### src/rtl/fpu_minmax_reduce.sv
// fpu_minmax_reduce: streaming FP32 max/min reduction folding elements through FPU_comparator.
// Define FPU_REDUCE_INDEX_EN to add the winning-element index register and out_index port.
module FPU_comparator (
  input  logic [31:0] i_a,
  input  logic [31:0] i_b,
  input  logic        i_mode,
  output logic [31:0] o_res
);
  logic        w_nan;
  logic [31:0] w_ka;
  logic [31:0] w_kb;
  logic        w_b_wins;
  // Map FP32 bit patterns onto an unsigned total order in which -0 sorts below +0
  assign w_ka     = i_a[31] ? ~i_a : {1'b1, i_a[30:0]};
  assign w_kb     = i_b[31] ? ~i_b : {1'b1, i_b[30:0]};
  assign w_nan    = (&i_a[30:23] && |i_a[22:0]) || (&i_b[30:23] && |i_b[22:0]);
  assign w_b_wins = i_mode ? (w_kb > w_ka) : (w_kb < w_ka);
  assign o_res    = w_nan ? 32'hFFC00000 : (w_b_wins ? i_b : i_a);
endmodule

module fpu_minmax_reduce #(
  parameter int LEN_W = 8
) (
  input  logic             clk,
  input  logic             rst,
  input  logic             start,
  input  logic             mode,
  input  logic [LEN_W-1:0] len,
  input  logic             in_valid,
  input  logic [31:0]      in_data,
  output logic             in_ready,
  output logic             out_valid,
  output logic [31:0]      out_data,
`ifdef FPU_REDUCE_INDEX_EN
  output logic [LEN_W-1:0] out_index,
`endif
  input  logic             out_ready,
  output logic             busy
);
  localparam logic [1:0] S_IDLE  = 2'd0;
  localparam logic [1:0] S_ACCUM = 2'd1;
  localparam logic [1:0] S_DONE  = 2'd2;
  logic [1:0]       r_state;
  logic             r_mode;
  logic [LEN_W-1:0] r_len;
  logic [LEN_W-1:0] r_count;
  logic [31:0]      r_acc;
  logic             w_first;
  logic [31:0]      w_res;
  assign w_first = r_count == '0;
  // The first element is compared with itself so a NaN lead element is canonicalised
  FPU_comparator u_cmp (
    .i_a   (w_first ? in_data : r_acc),
    .i_b   (in_data),
    .i_mode(r_mode),
    .o_res (w_res)
  );
  assign in_ready  = r_state == S_ACCUM;
  assign out_valid = r_state == S_DONE;
  assign busy      = r_state != S_IDLE;
  assign out_data  = r_acc;
  always_ff @(posedge clk) begin
    if (rst) begin
      r_state <= S_IDLE;
      r_mode  <= 1'b0;
      r_len   <= '0;
      r_count <= '0;
      r_acc   <= '0;
    end else begin
      case (r_state)
        S_IDLE: if (start) begin
          r_mode  <= mode;
          r_len   <= len;
          r_count <= '0;
          if (len == '0) r_acc <= 32'hFFC00000;
          r_state <= (len == '0) ? S_DONE : S_ACCUM;
        end
        S_ACCUM: if (in_valid) begin
          r_acc   <= w_res;
          r_count <= r_count + LEN_W'(1);
          if (r_count == r_len - LEN_W'(1)) r_state <= S_DONE;
        end
        S_DONE: if (out_ready) r_state <= S_IDLE;
        default: r_state <= S_IDLE;
      endcase
    end
  end
`ifdef FPU_REDUCE_INDEX_EN
  logic [LEN_W-1:0] r_idx;
  assign out_index = r_idx;
  // A tie or a sticky NaN leaves the result equal to acc, so the earlier index is kept
  always_ff @(posedge clk) begin
    if (rst) r_idx <= '0;
    else if (r_state == S_IDLE && start && len == '0) r_idx <= '0;
    else if (r_state == S_ACCUM && in_valid && (w_first || w_res != r_acc)) r_idx <= r_count;
  end
`endif
endmodule

### config.mk
export PLATFORM = sky130hd
export DESIGN_NAME = fpu_minmax_reduce
export DESIGN_NICKNAME = d
export VERILOG_FILES = /design/src/rtl/fpu_minmax_reduce.sv
export SDC_FILE = /design/constraint.sdc
export NUM_CORES = 1
export LEC_CHECK = 0
export CELL_PAD_IN_SITES_DETAIL_PLACEMENT = 0
export CELL_PAD_IN_SITES_GLOBAL_PLACEMENT = 1
export CORE_MARGIN = 4
export CORE_UTILIZATION = 39
export CTS_CLUSTER_SIZE = 12
export DETAILED_ROUTE_END_ITERATION = 10
export PLACE_DENSITY = 0.78
export SYNTH_ARGS = -nofsm -noshare
export SYNTH_HDL_FRONTEND = slang
export SYNTH_SLANG_ARGS = --single-unit
### constraint.sdc
create_clock -name clk -period 5 [get_ports clk]
set_input_delay 0.75 -clock clk [delete_from_list [all_inputs] [get_ports clk]]
set_output_delay 0.75 -clock clk [all_outputs]
set_load 0.005 [all_outputs]
==> results of run 1 <==
[Yosys cell counts (all sizes together), types with 2 or more instances]
library cell | number | area share
inv | 12 | 0.011
mux2i | 32 | 0.080
a21oi | 27 | 0.034
nor4 | 15 | 0.024
nand2 | 35 | 0.033
ha | 35 | 0.11
clkbuf | 9 | 0.0085
xnor2 | 42 | 0.092
dfxtp | 51 | 0.26
nor2b | 4 | 0.0063
a22o | 22 | 0.048
nand4 | 14 | 0.024
nor3 | 10 | 0.014
a211oi | 3 | 0.0056
or4 | 2 | 0.0038
o21a | 3 | 0.0056
o21ai | 9 | 0.011
buf | 13 | 0.018
nand3 | 2 | 0.0025
xor2 | 37 | 0.081
o221a | 10 | 0.028
o31ai | 2 | 0.0072
and4 | 3 | 0.0066
o211a | 2 | 0.0069
nor2 | 39 | 0.037
a21o | 2 | 0.0038
a311oi | 2 | 0.0044
nor4b | 3 | 0.0066
[worst max path at each step]
stage / from / to
floorplan: r_count[0] / out_data[22]
global placement: r_count[0] / out_data[9]
CTS: r_count[0] / out_data[9]
global route: r_count[0] / out_data[9]
finish: r_count[0] / out_data[9]
detailed placement: r_count[0] / out_data[19]
[kinds of logic after synthesis]
kind of cell | after synthesis | share of synthesized area
buf+inv | 34 | 0.0380
compound gates | 91 | 0.181
fa+ha+maj | 35 | 0.110
mux | 32 | 0.0803
xor+xnor | 79 | 0.173
simple gates | 130 | 0.162
flops | 51 | 0.256
[cell type report]
| class | count | area, sq um | share of cell area |
|---|---|---|---|
| clock buffers | 5 | 68.8 | 0.0138 |
| clock inverters | 3 | 18.8 | 0.00376 |
| inverters | 12 | 45.0 | 0.00902 |
| multi-input cells | 367 | 2830 | 0.566 |
| flip-flops and latches | 51 | 1020 | 0.204 |
| well taps | 133 | 166 | 0.0333 |
| repair buffers | 85 | 846 | 0.169 |
[power by group through the flow]
stage / Clock (mW) / Combinational (mW) / Sequential [mW]
4_1_cts: 0.255 / 0.541 / 0.478
5_1_grt: 0.274 / 0.604 / 0.485
3_5_place_dp: 0 / 0.536 / 0.488
3_3_place_gp: 0 / 0.525 / 0.488
2_1_floorplan: 0 / 0.358 / 0.476
6_report: 0.245 / 0.538 / 0.479
[metrics by stage]
step	setup slack [ns]	utilization
finish	0.565	0.506
global route	0.266	0.506
CTS	0.591	0.506
detailed placement	0.634	0.498
global placement	0.803	0.498
floorplan	1.00	-
[metal layers]
metal	GRT usage	share of wire	vias up
li1	-	-	1791
met1	0.261	0.50	1672
met2	0.290	0.45	77
met3	0.0290	0.045	8
met4	0.0388	0.0092	0
met5	0	0	-
[critical path: cells and delay by family, from the launching register on]
family	cells	cell delay [ns]
buffers and inverters	2	0.44
AO/OA/AOI/OAI	5	1.77
flip-flops	1	0.44
multiplexers	1	0.29
XOR/XNOR	1	0.10
AND/OR/NAND/NOR	4	0.82
adder cells (fa/ha/maj)	2	0.50
[flip-flops by register name, indices dropped and copies added, names as in the netlist]
| register | flops |
|---|---|
| r_len | 8 |
| r_mode | 1 |
| r_count | 8 |
| r_state | 2 |
| out_data | 32 |
==> metrics.txt, run 1 <==
critical register-to-register path startpoint r_count[0]; final critical delay including setup and external delays between 4 and 5 ns; net count of the finished layout ~600; Relative slew margins 0.394; final total power 1.26 mW; most common cell after layout, fill and taps aside sky130_fd_sc_hd__clkdlybuf4s50_1; DP Cell Count around 650; P&R area growth vs syn 25.3%; RSZ-0062 raised after global routing false; Slowest cell on crit path sky130_fd_sc_hd__o311a_1; proportion of synthesized chip area in sequential cells 0.256; cell at the root of the clock tree sky130_fd_sc_hd__clkbuf_8; startpoint type of the worst setup path flip-flop; total of max-cap violations 0; number of buffers added for setup after CTS 0; total half-perimeter wirelength after legalization and detailed placement 7.99 mm; Die Height roughly 110 um; depth of the most critical reg-to-reg path 15; Antenna Nets Post-Route 0; htree depth 2; Static Leakage 1.83 nW; Synth Flop Type sky130_fd_sc_hd__dfxtp_1; net count of the mapped netlist 533; global router's overall resource usage 0.183; Final Hold Fails 0; Cell Int Power 805 uW; commonest cells after routing, fill and taps aside sky130_fd_sc_hd__clkdlybuf4s50_1, sky130_fd_sc_hd__dfxtp_1, sky130_fd_sc_hd__xnor2_1; Longest Clk Path Bufs 2; proportion of synthesized flip-flops having asynchronous set or reset 0; library cell appearing most often on the critical path sky130_fd_sc_hd__ha_1; sequential share of power 0.380; switching component of the power 457 uW; Ant. Diodes 0; final weighted congestion in routability-driven placement 0.840; clock-pin transition on the worst setup and hold timing paths 0.10 ns; initial antenna violation count 0; critical path type flip-flop to flip-flop; Worst Hold Path EP r_len[7]; clock latency on the worst-skew pair 0.31 ns; total routed wirelength around 11 mm; capturing element type of the critical path flip-flop; setup-violating endpoint count in the final report 0; Switching Fraction 0.362; WP data arrival 4.68 ns; number of synthesis warnings 0; result of the run complete, no violations; proportion of layout cells with a drive suffix above 1 0.0440; cell area after layout 5000 sq um; Final Instance Count excl. Fillers 656; hold-fix buffer count after cts 0; required time worst endpoint 5.25 ns; slack of the worst reg-to-reg path 0.57 ns; mean area per synthesized cell 8.82 sq um; vias in the first global route 3483; number of pins exceeding their max-slew limit in the final report 0; Worst Hold Path Cells 2; Remaining Overflow, GRT 0; number of flops mapped to enable cells by yosys 0; number of fill cells around 920; worst voltage drop across the vdd grid 0.147 mV; stage delay of the slowest cell on the critical path about 0.78 ns; drt via density 5.41; hold crit path type flip-flop to flip-flop; DRC violation count after routing 0; clock share of power 0.194; cell breakdown of the critical path inv_1 > ha_1 > nor4b_1 > nand2_2 > buf_4 > mux2i_1 > xnor2_1 > ha_1 > nand4_2 > nor4_1 > a21boi_1 > o41a_1 > o211a_4 > o311a_1 > a22o_1; power density over cell area about 250 nW/um^2; Post-Syn Area 3990 sq um; worst r2r dst out_data[9]; Core Area 9860 sq um; WHS 0.479 ns; I/O pin cnt 81; TritonCTS clock tree built; via count 3548; origin of the worst min-delay path r_len[7]; clock skew between 0.01 and 0.015 ns; Critical Path Fanout Max 22; sinks on the clock net 51; Cell variety after synth 49; maximum number of pins on one net before global-route repair 34; instance area after placement ~4900 sq um; horizontal extent of the die 109 um; number of DRC markers in iteration 0 159; Comb power frac 0.426; number of synthesized register bits 51; first-pass GRT wire length 17.5 mm; standard-cell rows 36; Die Outline Area 11900 sq um; post-route setup TNS 0 ns; cts bufs inserted 5; drt first pass iters 4; Post-Syn Instances 452; Worst Tran Pin Value ~0.91 ns; routed len/inst approximately 16 um; # port buffers 80; initial cell density of the core 0.404; highest clock rate ~230 MHz; fraction of the cycle the final worst path needs 0.887; post-CTS resize count 0
(Power assumes the default switching activity.)
==> inputs of run 2 (changes only) <==
--- a/config.mk
+++ b/config.mk
@@ -8,10 +8,11 @@
 export CELL_PAD_IN_SITES_DETAIL_PLACEMENT = 0
 export CELL_PAD_IN_SITES_GLOBAL_PLACEMENT = 1
 export CORE_MARGIN = 4
-export CORE_UTILIZATION = 39
+export CORE_UTILIZATION = 40
 export CTS_CLUSTER_SIZE = 12
 export DETAILED_ROUTE_END_ITERATION = 10
 export PLACE_DENSITY = 0.78
 export SYNTH_ARGS = -nofsm -noshare
 export SYNTH_HDL_FRONTEND = slang
+export SYNTH_HIERARCHICAL = 1
 export SYNTH_SLANG_ARGS = --single-unit
==> metrics.txt, run 2 <==
fraction of the cycle the final worst path needs 0.891 (was 0.887); RSZ-0062 raised after global routing false (unchanged); clock latency on the worst-skew pair 0.30 ns (was 0.31 ns); DRC violation count after routing 0 (unchanged); stage delay of the slowest cell on the critical path 0.92 ns (was 0.78 ns); Cell variety after synth 52 (was 49); required time worst endpoint 5.22 ns (was 5.25 ns); number of pins exceeding their max-slew limit in the final report 0 (unchanged); net count of the finished layout 697 (was 603); htree depth 2 (unchanged); cell breakdown of the critical path inv_1 > ha_1 > nor4b_1 > nand2_1 > mux2_2 > xnor2_1 > ha_1 > a21oi_1 > nand2_1 > a221oi_1 > o21ai_0 > a21oi_2 > mux2_4 > a32oi_1 > nor3_1 > nor3_1 (was inv_1 > ha_1 > nor4b_1 > nand2_2 > buf_4 > mux2i_1 > xnor2_1 > ha_1 > nand4_2 > nor4_1 > a21boi_1 > o41a_1 > o211a_4 > o311a_1 > a22o_1); GRT met2 Usage 0.313 (was 0.290); I/O pin cnt 81 (unchanged); cts bufs inserted 5 (unchanged); proportion of layout cells with a drive suffix above 1 0.105 (was 0.0440); setup-violating endpoint count in the final report 0 (unchanged); via count 4326 (was 3548); hold crit path type flip-flop to flip-flop (unchanged); Ant. Diodes 0 (unchanged); Synth area leaders sky130_fd_sc_hd__dfxtp_1, sky130_fd_sc_hd__ha_1, sky130_fd_sc_hd__mux2_2 (was sky130_fd_sc_hd__dfxtp_1, sky130_fd_sc_hd__ha_1, sky130_fd_sc_hd__xnor2_1); number of flops mapped to enable cells by yosys 0 (unchanged); flip-flop and latch area 1020 sq um (unchanged); Comb power frac 0.436 (was 0.426); Remaining Overflow, GRT 0 (unchanged); sinks on the clock net 51 (unchanged); mean area per synthesized cell 8.22 sq um (was 8.82 sq um); final critical delay including setup and external delays 4.46 ns (was 4.43 ns); post-CTS resize count 0 (unchanged); Die Height 115 um (was 109 um); hold-fix buffer count after cts 0 (unchanged); proportion of synthesized flip-flops having asynchronous set or reset 0 (unchanged); Post-Syn Instances 560 (was 452); result of the run complete, no violations (unchanged); horizontal extent of the die 115 um (was 109 um); number of DRC markers in iteration 0 290 (was 159); Slowest cell on crit path sky130_fd_sc_hd__mux2_2 (was sky130_fd_sc_hd__o311a_1); highest clock rate 224 MHz (was 225 MHz); Critical Path Fanout Max 33 (was 22); most common cell after layout, fill and taps aside sky130_fd_sc_hd__clkdlybuf4s50_1 (unchanged); final weighted congestion in routability-driven placement 0.849 (was 0.840); # port buffers 80 (unchanged); first-pass GRT wire length 21.3 mm (was 17.5 mm); most congested layer reported by global routing met2 (unchanged); net count of the mapped netlist 641 (was 533); multi-input logic area 3260 sq um (was 2830 sq um); clock share of power 0.252 (was 0.194); drt via density 5.71 (was 5.41); total routed wirelength 13.2 mm (was 10.6 mm); routed len/inst 17.4 um (was 16.1 um); number of synthesized register bits 51 (unchanged); total half-perimeter wirelength after legalization and detailed placement 9.71 mm (was 7.99 mm); most instantiated library cell after synthesis sky130_fd_sc_hd__nand2_1 (was sky130_fd_sc_hd__dfxtp_1); clock skew 0.00639 ns (was 0.0104 ns); P&R area growth vs syn 20.8% (was 25.3%); Post-Syn Area 4600 sq um (was 3990 sq um); Antenna Nets Post-Route 0 (unchanged); Relative slew margins 0.333 (was 0.394); commonest cells after routing, fill and taps aside sky130_fd_sc_hd__clkdlybuf4s50_1, sky130_fd_sc_hd__nand2_1, sky130_fd_sc_hd__dfxtp_1 (was sky130_fd_sc_hd__clkdlybuf4s50_1, sky130_fd_sc_hd__dfxtp_1, sky130_fd_sc_hd__xnor2_1); flip-flop count of the largest register after layout 32 (unchanged); sequential share of power 0.312 (was 0.380); Longest Clk Path Bufs 2 (unchanged); number of buffers added for setup after CTS 0 (unchanged); vias in the first global route 4262 (was 3483); initial antenna violation count 0 (unchanged); startpoint type of the worst setup path flip-flop (unchanged); number of synthesis warnings 6 (was 0); Switching Fraction 0.373 (was 0.362); Cell Int Power 901 uW (was 805 uW); Core Area 11000 sq um (was 9860 sq um); Synth Flop Type sky130_fd_sc_hd__dfxtp_1 (unchanged); post-route setup TNS 0 ns (unchanged); number of fill cells 1103 (was 919); met3 demand-to-capacity share in global routing 0.0305 (was 0.0290); post-route setup slack 0.543 ns (was 0.565 ns); Final Hold Fails 0 (unchanged); TritonCTS clock tree built (unchanged); total of max-cap violations 0 (unchanged); Die Outline Area 13300 sq um (was 11900 sq um); maximum number of pins on one net before global-route repair 49 (was 34); initial cell density of the core 0.417 (was 0.404); GRT met1 Usage 0.287 (was 0.261); switching component of the power 536 uW (was 457 uW); standard-cell rows 38 (was 36); worst voltage drop across the vdd grid 0.144 mV (was 0.147 mV); Static Leakage 2.05 nW (was 1.83 nW); worst slack, placed 0.557 ns (was 0.634 ns); library cell occupying the most area in the post-synthesis netlist sky130_fd_sc_hd__dfxtp_1 (unchanged); cell at the root of the clock tree sky130_fd_sc_hd__clkbuf_16 (was sky130_fd_sc_hd__clkbuf_8); top cells by count, synth sky130_fd_sc_hd__nand2_1, sky130_fd_sc_hd__dfxtp_1, sky130_fd_sc_hd__a21oi_1 (was sky130_fd_sc_hd__dfxtp_1, sky130_fd_sc_hd__xnor2_1, sky130_fd_sc_hd__nor2_1); global router's overall resource usage 0.200 (was 0.183); power density over cell area 258 nW/um^2 (was 253 nW/um^2); critical path type flip-flop to flip-flop (unchanged); capturing element type of the critical path flip-flop (unchanged); Worst Tran Pin Value 1.00 ns (was 0.910 ns); WP data arrival 4.68 ns (about the same); drt first pass iters 5 (was 4); clock-pin transition on the worst setup and hold timing paths 0.07 ns (was 0.10 ns); proportion of synthesized chip area in sequential cells 0.222 (was 0.256); portion of synthesized cell area occupied by the leading cell type 0.222 (was 0.256)
run 2: cells by family after synthesis:
group	synth area share
simple gates	0.207
compound gates	0.168
xor+xnor	0.148
buf+inv	0.0709
flops	0.222
mux	0.0889
fa+ha+maj	0.0951
run 2: layout make-up:
| class | instances | area share |
|---|---|---|
| multi-input combinational | 442 | 0.585 |
| tap | 140 | 0.0315 |
| clock buffer | 5 | 0.0225 |
| clock inverter | 3 | 0.00427 |
| sequential | 51 | 0.184 |
| timing repair buffer | 88 | 0.154 |
| inverter | 28 | 0.0189 |
run 2: worst paths after layout:
check / to / slack, ns / cells after the start / startpoint
hold reg to reg: out_data[17] / 0.46 / 2 / out_data[17]
setup / recovery: out_data[30] / 0.54 / 16 / r_count[0]
hold / removal: out_data[17] / 0.46 / 2 / out_data[17]
setup reg to reg: out_data[30] / 0.54 / 16 / r_count[0]
run 2: worst max-delay path, delay by kind of cell, from the launching register on:
kind	cells	cell delay [ns]
XOR/XNOR	1	0.18
AND/OR/NAND/NOR	5	0.66
flip-flops	1	0.36
adder cells (fa/ha/maj)	2	0.51
AO/OA/AOI/OAI	5	1.13
buffers and inverters	1	0.13
multiplexers	2	1.41
run 2: layer usage:
layer,up-vias,share of wire
met2,120,0.44
met1,2058,0.49
met3,9,0.056
li1,2139,-
met4,0,0.010
met5,-,0
run 2: power groups by stage:
stage / clock, mW / sequential [mW] / combinational, mW
2_1_floorplan: 0 / 0.450 / 0.470
3_3_place_gp: 0 / 0.458 / 0.612
3_5_place_dp: 0 / 0.458 / 0.621
4_1_cts: 0.371 / 0.449 / 0.624
5_1_grt: 0.385 / 0.453 / 0.694
6_report: 0.362 / 0.449 / 0.626
run 2: per-stage QoR:
step,power (mW),instances,hold slack [ns],instance area (sq um),util
finish,1.44,757,0.465,5560,0.504
global route,1.53,757,0.492,5560,0.504
detailed placement,1.08,749,0.455,5410,0.491
floorplan,0.919,560,0.448,4600,-
global placement,1.07,749,0.455,5410,0.491
CTS,1.44,757,0.469,5560,0.504
==> inputs of run 3 (changes only) <==
--- a/config.mk
+++ b/config.mk
@@ -12,6 +12,7 @@
 export CTS_CLUSTER_SIZE = 12
 export DETAILED_ROUTE_END_ITERATION = 10
 export PLACE_DENSITY = 0.78
+export SKIP_LAST_GASP = 1
 export SYNTH_ARGS = -nofsm -noshare
 export SYNTH_HDL_FRONTEND = slang
 export SYNTH_HIERARCHICAL = 1
==> results of run 3 <==
No change in the layout: final DEF, timing and power equal those of run 2.
